**src/rtl/axi_arb_pkg.sv**
```systemverilog
// Shared types and helpers for the two-master AXI4 burst arbiter.
package axi_arb_pkg;

    // Number of requesting masters sharing the slave port.
    localparam int C_REQ_NUM = 2;

    // Width the ID helper works on; narrower IDs are zero-extended by the caller.
    localparam int C_ID_MAX = 32;

    // Grant FSM states shared by the AW and AR arbiters.
    typedef enum logic [0:0] {
        IDLE  = 1'b0,
        GRANT = 1'b1
    } arb_state_e;

    // Requester index carried in bit 0 of a slave-side ID.
    function automatic logic id_req_idx(input logic [C_ID_MAX-1:0] id);
        logic unused_hi_s;
        unused_hi_s = ^id[C_ID_MAX-1:1];
        return id[0];
    endfunction

endpackage

```
**src/rtl/axi_arb_rr2.sv**
```systemverilog
// Two-way round-robin, burst-granular address-channel grant FSM.
// A grant is registered in IDLE and held in GRANT until the downstream
// handshake, after which the other requester gets priority.
module axi_arb_rr2
    import axi_arb_pkg::*;
(
    input  logic                 axi_clk,
    input  logic                 axi_reset,
    input  logic [C_REQ_NUM-1:0] req,
    input  logic                 allow,
    input  logic                 m_ready,
    output logic                 m_valid,
    output logic                 grant,
    output logic [C_REQ_NUM-1:0] s_ready
);

    arb_state_e state_r;
    arb_state_e state_nxt_s;
    logic       grant_r;
    logic       grant_nxt_s;
    logic       rr_r;
    logic       rr_nxt_s;

    // State, registered grant and round-robin pointer.
    always_ff @(posedge axi_clk or posedge axi_reset) begin
        if (axi_reset) begin
            state_r <= IDLE;
            grant_r <= 1'b0;
            rr_r    <= 1'b0;
        end else begin
            state_r <= state_nxt_s;
            grant_r <= grant_nxt_s;
            rr_r    <= rr_nxt_s;
        end
    end

    // Next-state: pick a requester in IDLE, release after the handshake.
    always_comb begin
        state_nxt_s = state_r;
        grant_nxt_s = grant_r;
        rr_nxt_s    = rr_r;
        case (state_r)
            IDLE: begin
                if ((req != 2'b00) && allow) begin
                    state_nxt_s = GRANT;
                    if (req == 2'b11) begin
                        grant_nxt_s = rr_r;
                    end else begin
                        grant_nxt_s = req[1];
                    end
                end else begin
                    state_nxt_s = IDLE;
                end
            end
            GRANT: begin
                if (m_ready) begin
                    state_nxt_s = IDLE;
                    rr_nxt_s    = ~grant_r;
                end else begin
                    state_nxt_s = GRANT;
                end
            end
            default: begin
                state_nxt_s = IDLE;
            end
        endcase
    end

    assign m_valid = (state_r == GRANT);
    assign grant   = grant_r;

    // Ready is passed through only to the granted requester.
    always_comb begin
        s_ready = 2'b00;
        if (state_r == GRANT) begin
            s_ready[grant_r] = m_ready;
        end else begin
            s_ready = 2'b00;
        end
    end

endmodule

```
**src/rtl/axi4_burst_arbiter.sv**
```systemverilog
// Shares one AXI4 slave port between two frame-buffer masters.
// AW/AR are arbitrated round-robin per burst; W follows AW order through a
// small write-order FIFO; B and R are steered back by ID bit 0.
module axi4_burst_arbiter
    import axi_arb_pkg::*;
#(
    parameter int C_ID_LEN   = 8,
    parameter int C_DATA_LEN = 128,
    parameter int C_STRB_LEN = C_DATA_LEN / 8,
    parameter int C_WR_OUT   = 4
) (
    input  logic                          axi_clk,
    input  logic                          axi_reset,
    // requester 0
    input  logic [31:0]                   s0_awaddr,
    input  logic [7:0]                    s0_awlen,
    input  logic                          s0_awvalid,
    output logic                          s0_awready,
    input  logic [C_DATA_LEN-1:0]         s0_wdata,
    input  logic [C_STRB_LEN-1:0]         s0_wstrb,
    input  logic                          s0_wlast,
    input  logic                          s0_wvalid,
    output logic                          s0_wready,
    output logic [1:0]                    s0_bresp,
    output logic                          s0_bvalid,
    input  logic [31:0]                   s0_araddr,
    input  logic [7:0]                    s0_arlen,
    input  logic                          s0_arvalid,
    output logic                          s0_arready,
    output logic [C_DATA_LEN-1:0]         s0_rdata,
    output logic [1:0]                    s0_rresp,
    output logic                          s0_rlast,
    output logic                          s0_rvalid,
    input  logic                          s0_rready,
    // requester 1
    input  logic [31:0]                   s1_awaddr,
    input  logic [7:0]                    s1_awlen,
    input  logic                          s1_awvalid,
    output logic                          s1_awready,
    input  logic [C_DATA_LEN-1:0]         s1_wdata,
    input  logic [C_STRB_LEN-1:0]         s1_wstrb,
    input  logic                          s1_wlast,
    input  logic                          s1_wvalid,
    output logic                          s1_wready,
    output logic [1:0]                    s1_bresp,
    output logic                          s1_bvalid,
    input  logic [31:0]                   s1_araddr,
    input  logic [7:0]                    s1_arlen,
    input  logic                          s1_arvalid,
    output logic                          s1_arready,
    output logic [C_DATA_LEN-1:0]         s1_rdata,
    output logic [1:0]                    s1_rresp,
    output logic                          s1_rlast,
    output logic                          s1_rvalid,
    input  logic                          s1_rready,
    // DDR slave port
    output logic [C_ID_LEN-1:0]           m_awid,
    output logic [31:0]                   m_awaddr,
    output logic [7:0]                    m_awlen,
    output logic                          m_awvalid,
    input  logic                          m_awready,
    output logic [C_DATA_LEN-1:0]         m_wdata,
    output logic [C_STRB_LEN-1:0]         m_wstrb,
    output logic                          m_wlast,
    output logic                          m_wvalid,
    input  logic                          m_wready,
    input  logic [C_ID_LEN-1:0]           m_bid,
    input  logic [1:0]                    m_bresp,
    input  logic                          m_bvalid,
    output logic                          m_bready,
    output logic [C_ID_LEN-1:0]           m_arid,
    output logic [31:0]                   m_araddr,
    output logic [7:0]                    m_arlen,
    output logic                          m_arvalid,
    input  logic                          m_arready,
    input  logic [C_ID_LEN-1:0]           m_rid,
    input  logic [C_DATA_LEN-1:0]         m_rdata,
    input  logic [1:0]                    m_rresp,
    input  logic                          m_rlast,
    input  logic                          m_rvalid,
    output logic                          m_rready,
    // debug
    output logic [$clog2(C_WR_OUT):0]     wr_out_cnt
);

    localparam int C_PTR_LEN = $clog2(C_WR_OUT);
    localparam int C_CNT_LEN = C_PTR_LEN + 1;

    logic                 aw_valid_s;
    logic                 aw_grant_s;
    logic [C_REQ_NUM-1:0] aw_ready_s;
    logic                 ar_valid_s;
    logic                 ar_grant_s;
    logic [C_REQ_NUM-1:0] ar_ready_s;

    logic                 fifo_mem_r [C_WR_OUT];
    logic [C_PTR_LEN-1:0] wr_ptr_r;
    logic [C_PTR_LEN-1:0] rd_ptr_r;
    logic [C_CNT_LEN-1:0] cnt_r;
    logic                 fifo_full_s;
    logic                 fifo_empty_s;
    logic                 push_s;
    logic                 pop_s;
    logic                 head_s;
    logic                 b_idx_s;
    logic                 r_idx_s;

    axi_arb_rr2 u_aw_arb (
        .axi_clk   (axi_clk),
        .axi_reset (axi_reset),
        .req       ({s1_awvalid, s0_awvalid}),
        .allow     (~fifo_full_s),
        .m_ready   (m_awready),
        .m_valid   (aw_valid_s),
        .grant     (aw_grant_s),
        .s_ready   (aw_ready_s)
    );

    axi_arb_rr2 u_ar_arb (
        .axi_clk   (axi_clk),
        .axi_reset (axi_reset),
        .req       ({s1_arvalid, s0_arvalid}),
        .allow     (1'b1),
        .m_ready   (m_arready),
        .m_valid   (ar_valid_s),
        .grant     (ar_grant_s),
        .s_ready   (ar_ready_s)
    );

    // AW channel: mux the granted requester onto the DDR port.
    always_comb begin
        m_awvalid  = aw_valid_s;
        m_awid     = {{(C_ID_LEN-1){1'b0}}, aw_grant_s};
        s0_awready = aw_ready_s[0];
        s1_awready = aw_ready_s[1];
        if (aw_grant_s) begin
            m_awaddr = s1_awaddr;
            m_awlen  = s1_awlen;
        end else begin
            m_awaddr = s0_awaddr;
            m_awlen  = s0_awlen;
        end
    end

    // AR channel: same muxing with its own grant.
    always_comb begin
        m_arvalid  = ar_valid_s;
        m_arid     = {{(C_ID_LEN-1){1'b0}}, ar_grant_s};
        s0_arready = ar_ready_s[0];
        s1_arready = ar_ready_s[1];
        if (ar_grant_s) begin
            m_araddr = s1_araddr;
            m_arlen  = s1_arlen;
        end else begin
            m_araddr = s0_araddr;
            m_arlen  = s0_arlen;
        end
    end

    assign fifo_full_s  = (cnt_r == C_CNT_LEN'(C_WR_OUT));
    assign fifo_empty_s = (cnt_r == {C_CNT_LEN{1'b0}});
    assign push_s       = aw_valid_s & m_awready;
    assign pop_s        = m_wvalid & m_wready & m_wlast;
    assign head_s       = fifo_mem_r[rd_ptr_r];
    assign wr_out_cnt   = cnt_r;

    // Write-order FIFO: one entry per accepted AW, retired on the last W beat.
    always_ff @(posedge axi_clk or posedge axi_reset) begin
        if (axi_reset) begin
            wr_ptr_r <= {C_PTR_LEN{1'b0}};
            rd_ptr_r <= {C_PTR_LEN{1'b0}};
            cnt_r    <= {C_CNT_LEN{1'b0}};
            for (int i = 0; i < C_WR_OUT; i++) begin
                fifo_mem_r[i] <= 1'b0;
            end
        end else begin
            if (push_s) begin
                fifo_mem_r[wr_ptr_r] <= aw_grant_s;
                wr_ptr_r             <= wr_ptr_r + C_PTR_LEN'(1'b1);
            end
            if (pop_s) begin
                rd_ptr_r <= rd_ptr_r + C_PTR_LEN'(1'b1);
            end
            case ({push_s, pop_s})
                2'b10:   cnt_r <= cnt_r + C_CNT_LEN'(1'b1);
                2'b01:   cnt_r <= cnt_r - C_CNT_LEN'(1'b1);
                default: cnt_r <= cnt_r;
            endcase
        end
    end

    // W channel: follow the FIFO head; nothing flows while it is empty.
    always_comb begin
        m_wdata   = s0_wdata;
        m_wstrb   = s0_wstrb;
        m_wlast   = s0_wlast;
        m_wvalid  = 1'b0;
        s0_wready = 1'b0;
        s1_wready = 1'b0;
        if (!fifo_empty_s) begin
            if (head_s) begin
                m_wdata   = s1_wdata;
                m_wstrb   = s1_wstrb;
                m_wlast   = s1_wlast;
                m_wvalid  = s1_wvalid;
                s1_wready = m_wready;
            end else begin
                m_wvalid  = s0_wvalid;
                s0_wready = m_wready;
            end
        end else begin
            m_wvalid = 1'b0;
        end
    end

    assign b_idx_s = id_req_idx(C_ID_MAX'(m_bid));
    assign r_idx_s = id_req_idx(C_ID_MAX'(m_rid));

    // B channel: steer the response to the requester named by bid[0].
    always_comb begin
        m_bready  = 1'b1;
        s0_bresp  = m_bresp;
        s1_bresp  = m_bresp;
        if (b_idx_s) begin
            s0_bvalid = 1'b0;
            s1_bvalid = m_bvalid;
        end else begin
            s0_bvalid = m_bvalid;
            s1_bvalid = 1'b0;
        end
    end

    // R channel: per-beat steering by rid[0], so interleaved returns are fine.
    always_comb begin
        s0_rdata = m_rdata;
        s1_rdata = m_rdata;
        s0_rresp = m_rresp;
        s1_rresp = m_rresp;
        s0_rlast = m_rlast;
        s1_rlast = m_rlast;
        if (r_idx_s) begin
            s0_rvalid = 1'b0;
            s1_rvalid = m_rvalid;
            m_rready  = s1_rready;
        end else begin
            s0_rvalid = m_rvalid;
            s1_rvalid = 1'b0;
            m_rready  = s0_rready;
        end
    end

endmodule

```
**config.mk**
```make
export PLATFORM = sky130hd
export DESIGN_NAME = axi4_burst_arbiter
export DESIGN_NICKNAME = d
export VERILOG_FILES = /design/src/rtl/axi_arb_pkg.sv /design/src/rtl/axi_arb_rr2.sv /design/src/rtl/axi4_burst_arbiter.sv
export SDC_FILE = /design/constraint.sdc
export NUM_CORES = 1
export LEC_CHECK = 0
export ABC_AREA = 1
export CORE_AREA = 2 2 447 449
export DETAILED_ROUTE_END_ITERATION = 7
export DIE_AREA = 0 0 449 451
export GPL_TIMING_DRIVEN = 1
export HOLD_SLACK_MARGIN = 0.05
export PLACE_DENSITY = 0.31
export SLEW_MARGIN = 20
export SYNTH_ARGS = -nofsm -noshare
export SYNTH_HDL_FRONTEND = slang
export SYNTH_SLANG_ARGS = --single-unit
```
**constraint.sdc**
```tcl
create_clock -name axi_clk -period 2.7 [get_ports axi_clk]
set_input_delay 0.675 -clock axi_clk [delete_from_list [all_inputs] [get_ports axi_clk]]
set_output_delay 0.675 -clock axi_clk [all_outputs]
set_load 0.005 [all_outputs]
```
# Yosys cells after proc, flatten, opt, wreduce, memory -nomap -nowiden
# Cells that the tools add are included.
# W data, S select, Z words.
[classes]
add_sub_neg = 4
n_lt_le_gt_ge = 7
eq_ne = 5
muxes = 42
bitwise_logic = 12
n_reduce_logical = 12
[op_table]
columns = ["cell", "count"]
rows = [
  ["$mux W128", 2],
  ["$mux W32", 2],
  ["$mux W16", 2],
  ["$mux W1", 24],
  ["$mux W8", 2],
  ["$reduce_and A2 Y1", 4],
  ["$eq A2 B2 Y1 const B", 3],
  ["$ge A3 B3 Y1 const B", 2],
  ["$not A2 Y3", 2],
  ["$pmux W3 S2", 1],
  ["$reduce_bool A2 Y1", 3],
  ["$not A1 Y1", 5],
  ["$add A2 B1 Y2 const B", 2],
  ["$and A2 B2 Y2", 2],
  ["$bwmux W4", 1],
  ["$logic_and A1 B1 Y1", 4],
  ["$lt A1 B2 Y1 const B", 2],
  ["$mux W2", 2],
  ["$pmux W1 S2", 2],
  ["$add A3 B1 Y3 const B", 1],
  ["$and A1 B1 Y1", 3],
  ["$eq A3 B3 Y1 const B", 1],
  ["$logic_not A3 Y1", 1],
  ["$lt A3 B1 Y1 const B", 1],
  ["6 further kinds", 8],
]
[word_totals]
ff_bits = 17
inputBits = 614
elab_cells = 95

# Logic depth before layout (Yosys ltp)
[depth]
word_depth = 10
mapped_depth = 15
mapped_depth_nobuf = 14

# Cells and area by module
# Synthesis repeated with hierarchy kept, for this count alone.
[hier_totals]
cells_unflattened = 1057
area_unflattened_um2 = 5900.7
[modules_own_cells]
columns = ["mod", "n_inst", "cells_each", "area_per_inst_um2", "seq_area_each_um2"]
rows = [
  ["axi4_burst_arbiter", 1, 1013, 5595.4, 275.3],
  ["axi_arb_rr2", 2, 22, 152.6, 75.1],
]

# Worst setup path before layout
# No wires, ideal clock.
[synth_timing]
path_kind = "flip-flop to flip-flop"
from = "reg cnt_r[0], in the netlist wr_out_cnt[0]"
to = "reg cnt_r[2], in the netlist wr_out_cnt[2]"
setup_ps = 131
t_arrival_ps = 2088
setup_slack_ps = 481
path_stages_with_launch = 15
path_cell_list = "dfrtp_1 -> inv_1 -> nand3_2 -> nand3_2 -> buf_6 -> nand2_1 -> nand2_2 -> nand3_1 -> inv_1 -> ha_1 -> inv_1 -> fa_1 -> a21oi_1 -> o21ai_0 -> xor2_1"
[synth_lines]
columns = ["item", "line", "text"]
rows = [
  ["start, declared", "axi4_burst_arbiter.sv:99", "logic [C_CNT_LEN-1:0] cnt_r;"],
  ["start signal, assigned", "axi4_burst_arbiter.sv:172", "cnt_r <= {C_CNT_LEN{1'b0}};"],
  ["start signal, assigned", "axi4_burst_arbiter.sv:185", "2'b10: cnt_r <= cnt_r + C_CNT_LEN'(1'b1);"],
  ["start signal, assigned", "axi4_burst_arbiter.sv:186", "2'b01: cnt_r <= cnt_r - C_CNT_LEN'(1'b1);"],
  ["$logic_not A3 Y1 (*)", "axi4_burst_arbiter.sv:161", "assign fifo_empty_s = (cnt_r == {C_CNT_LEN{1'b0}});"],
  ["$mux W1 (*)", "axi4_burst_arbiter.sv:200", "if (!fifo_empty_s) begin"],
  ["via m_wlast", "axi4_burst_arbiter.sv:64", "output logic m_wlast,"],
  ["$and A1 B1 Y1 (*)", "axi4_burst_arbiter.sv:163", "assign pop_s = m_wvalid & m_wready & m_wlast;"],
  ["via pop_s", "axi4_burst_arbiter.sv:103", "logic pop_s;"],
  ["$eq A2 B1 Y1 or $eq A2 B2 Y1 (tied branches)", "axi4_burst_arbiter.sv:184", "case ({push_s, pop_s})"],
  ["$pmux W3 S2 or $reduce_bool A2 Y1 (tied branches)", "n/a", ""],
]
# The timed path passes the listed nets; every way through them passes the cells marked *.
# A chain may end at the register's enable or synchronous reset.

# Worst setup path in the final report
[layout_timing]
from = "reg rd_ptr_r[0]"
to = "out m_wdata[91]"
[layout_between]
elab_chain_len = 6
[layout_rtl]
columns = ["item", "line", "text"]
rows = [
  ["start, declared", "axi4_burst_arbiter.sv:98", "logic [C_PTR_LEN-1:0] rd_ptr_r;"],
  ["start signal, assigned", "axi4_burst_arbiter.sv:171", "rd_ptr_r <= {C_PTR_LEN{1'b0}};"],
  ["start signal, assigned", "axi4_burst_arbiter.sv:182", "rd_ptr_r <= rd_ptr_r + C_PTR_LEN'(1'b1);"],
  ["$not A2 Y3 (implied by the code)", "axi4_burst_arbiter.sv:164", "assign head_s = fifo_mem_r[rd_ptr_r];"],
  ["$bmux W1 S2", "axi4_burst_arbiter.sv:164", ""],
  ["$mux W1 (implied by the code) (2 in a row)", "axi4_burst_arbiter.sv:164", ""],
  ["$mux W128", "axi4_burst_arbiter.sv:201", "if (head_s) begin"],
  ["$mux W128", "axi4_burst_arbiter.sv:200", ""],
  ["end, declared", "axi4_burst_arbiter.sv:62", "output logic [C_DATA_LEN-1:0] m_wdata,"],
]
# No other way between the ends. The select of a mux whose other input is x is not followed.

==> summary.txt <==
Status
  – Status: finished, violations left
  – Violated checks: negative setup slack

Placement
  – Port Buffer Count: 710
  – Setup slack at placement: -0.181 ns
  – Routability congestion estimate from global placement: approximately 0.93
  – Cell Count Post-Placement: about 4200
  – Hpwl dp: 113000 um

Logic synthesis
  – Syn_area_per_cell: 5.24 um^2
  – Post-Synth Adder-Cell Area: 0.0139
  – Unique masters post-synth: 22
  – XOR/XNOR Fraction of Synth Area: 0.00443
  – Number of synthesized register bits: 17
  – Post-Synth Simple-Gate Area: 0.469
  – Mapped cell area: 5930 um^2
  – Post-synthesis sequential area ratio: 0.0717
  – Largest family of logic cells by synthesized area: simple AND/OR/NAND/NOR gates
  – Complex-gate fraction of the synthesized area: 0.0135
  – Gate count after technology mapping: ~1100
  – Mux share of post-synthesis cell area: 0.00358
  – Yosys warns: 0

Clock network
  – Longest Clk Path Bufs: 2
  – # hold bufs at CTS: 0
  – TritonCTS buffer count: 3
  – CTS tree: yes
  – Root buf cell: clkbuf_16
  – CTS H-tree depth: 1
  – Clk Latency, worst-skew pair: roughly 0.27 ns
  – Clk sinks: 17
  – Clk slew on worst S/H paths: roughly 0.06 ns

Finish
  – Final layout net count: 2296
  – Reg area: 429 um^2
  – Commonest non-fill, non-tap cell in the layout: clkdlybuf4s50_1
  – Commonest cells after routing, fill and taps aside: clkdlybuf4s50_1 (549), nand2_1 (426), nand2_4 (140)
  – Area Overhead vs Synth: 207%
  – Footprint of the multi-input gates: 4610 um^2
  – Share of cells above drive strength 1: 0.354
  – Fillers: roughly 23000
  – Final std cells w/o fill: about 4400

Floorplanning
  – Starting Density: 0.0299
  – Total die area: 202000 um^2
  – I/O pin count: 1139
  – # rows: 164
  – Width of the die: 449 um
  – Core area: 198000 um^2
  – Die H: 451 um

Setup path
  – CP max stage cell: dfrtp_1
  – WP buf/inv: 9
  – FF-to-FF path depth: 17
  – Critical Path Start: rd_ptr_r[0]
  – CP max stage delay: approximately 0.42 ns
  – Worst-path maximum fanout: 5
  – Critical Path RT: 2.03 ns
  – Family with the most delay on the worst path: buffers and inverters
  – R2r setup slk: 0.23 ns
  – Reg-to-Reg End: wr_out_cnt[2]
  – CP endpoint kind: output port
  – Crit path launch type: flop
  – Kind of critical path: reg -> out
  – CP cell instances: inv_2, nand2_2, nand3_4, nand3_4, buf_12, inv_16, buf_12, buf_16, buf_12, buf_6, buf_6, nand2_2, nand2_2, buf_6
  – Crit path DAT: 2.12 ns
  – Worst R2R Start: rd_ptr_r[0]

Hold path
  – Worst Hold Path EP: u_ar_arb.rr_r
  – Worst Hold Launch: u_ar_arb.rr_r
  – Hold Crit Depth: 2
  – Min-delay worst type: reg -> reg

Detailed routing
  – Post-DR wirelength/cell: 28.9 um
  – DR vias: 9974
  – Starting DRC count in detailed routing: about 1100
  – Final wirelength: ~130000 um
  – DRC: 0
  – First-pass DRT Iterations: 5
  – Vias/cell: 2.29
  – Routed Antenna Nets: 0

Global route
  – Initial antenna violation count: 120
  – Vias in the first global route: a little over 9000
  – Remaining Overflow, GRT: 0
  – Largest net degree at the start of global routing: 43
  – First-pass GRT wire length: around 140000 um
  – GRT Overall Usage: 0.118

STA
  – Crit share post-route: 1.04
  – RSZ-0062 raised after global routing: true
  – Setup ws final: -0.0986 ns
  – Max Clk Rate: 0.357 GHz
  – Count of final setup violators: 56
  – Final Max Tran Viols: 0
  – Tmin final: roughly 2.8 ns
  – Clk_skew: roughly 0.0034 ns
  – Fin. Hold Viols: 0

Pwr
  – Total power: 22.4 mW
  – Power Dens Cells: roughly 1200 nW/um^2
  – Static Leak: 7.48 nW
  – Peak VDD IR: just under 400 uV

Flow run
  – Number of max-cap violations: 0
[layout make-up]
class | count | area share
Antenna cell | 23 | 0.00316
Clock buffer | 3 | 0.00412
Clock inverter | 1 | 0.000412
Inverter | 25 | 0.00605
Multi-Input combinational cell | 772 | 0.253
Sequential cell | 17 | 0.0236
Tap cell | 2656 | 0.183
Timing Repair Buffer | 857 | 0.527
[per-stage QoR]
| step | cell area (um^2) | hold slack, ns | util | TNS [ns] |
|---|---|---|---|---|
| after floorplan | 5980 | 0.448 | - | 0 |
| after global placement | 15200 | 0.474 | 0.0766 | -2.14 |
| after detailed placement | 15200 | 0.478 | 0.0766 | -1.96 |
| after CTS | 16700 | 0.496 | 0.0843 | -7.54 |
| after global routing | 18200 | 0.526 | 0.0916 | -12.17 |
| final | 18200 | 0.492 | 0.0918 | -1.99 |
[sequential cells by signal (all words and copies together) (netlist names)]
| name | count |
|---|---|
| u_ar_arb.grant | 1 |
| u_aw_arb.m_valid | 1 |
| u_aw_arb.grant | 1 |
| u_ar_arb.rr_r | 1 |
| rd_ptr_r | 2 |
| fifo_mem_r | 4 |
| wr_out_cnt | 3 |
| wr_ptr_r | 2 |
| u_aw_arb.rr_r | 1 |
| u_ar_arb.m_valid | 1 |
[power by group]
group / internal, mW / switching (mW) / total [mW]
sequential: 0.377 / 0.113 / 0.491
clock: 0.202 / 0.143 / 0.344
combinational: 10.8 / 10.8 / 21.6
[worst max-delay path by stage]
| stage | to | slack [ns] | cells past startpoint |
|---|---|---|---|
| final | m_wdata[91] | -0.1 | 14 |
| after global routing | m_wdata[126] | -0.20 | 12 |
| after CTS | m_wdata[54] | -0.25 | 14 |
| after detailed placement | m_wdata[123] | -0.18 | 9 |
| after global placement | m_wdata[123] | -0.18 | 9 |
| after floorplan | wr_out_cnt[2] | 0.48 | 14 |
[worst min-delay path, delay by kind of cell (launching register included)]
kind               cells  cell delay (ns)
DFF                    1             0.35
AOI/OAI and AO/OA      1             0.05
and+or+nand+nor        1             0.05
[metal layers]
metal | part of all wire | GRT usage | vias to the layer above
li1 | - | - | 4201
met5 | 0.0048 | 0.0133 | -
met3 | 0.20 | 0.0987 | 280
met1 | 0.32 | 0.115 | 4475
met4 | 0.026 | 0.0221 | 56
met2 | 0.45 | 0.190 | 962
[cells in the mapped netlist]
| master | count | area, um^2 |
|---|---|---|
| buf_6 | 8 | 90.1 |
| mux2i_1 | 1 | 10.0 |
| nand3_1 | 9 | 45.0 |
| clkbuf_1 | 18 | 67.6 |
| nand2_1 | 703 | 2640 |
| fa_1 | 1 | 20.0 |
| inv_1 | 23 | 86.3 |
| nand4_1 | 2 | 12.5 |
| mux2_2 | 1 | 11.3 |
| xor2_1 | 2 | 17.5 |
| xnor2_1 | 1 | 8.76 |
| nand3_2 | 4 | 40.0 |
| buf_2 | 17 | 85.1 |
| buf_4 | 289 | 2170 |
| dfrtp_1 | 17 | 425 |
| o21ai_0 | 14 | 70.1 |
| conb_1 | 2 | 7.51 |
| nor2_1 | 11 | 41.3 |
| inv_2 | 2 | 7.51 |
| nand2_2 | 1 | 6.26 |
| ha_1 | 5 | 62.6 |
| a21oi_1 | 2 | 10.0 |
[what timing repair did]
item,in CTS,in global routing
resized for setup,434,450
setup endpoints to repair,143,150
gates cloned,15,6
pin swaps,31,59
setup buffers,49,33
[cells by family after synthesis]
family | after synthesis
flops | 17
fa+ha+maj | 6
other cells | 2
buf+inv | 357
mux | 2
xor+xnor | 3
simple gates | 730
compound gates | 16
Power figures use the tool's default switching activity.
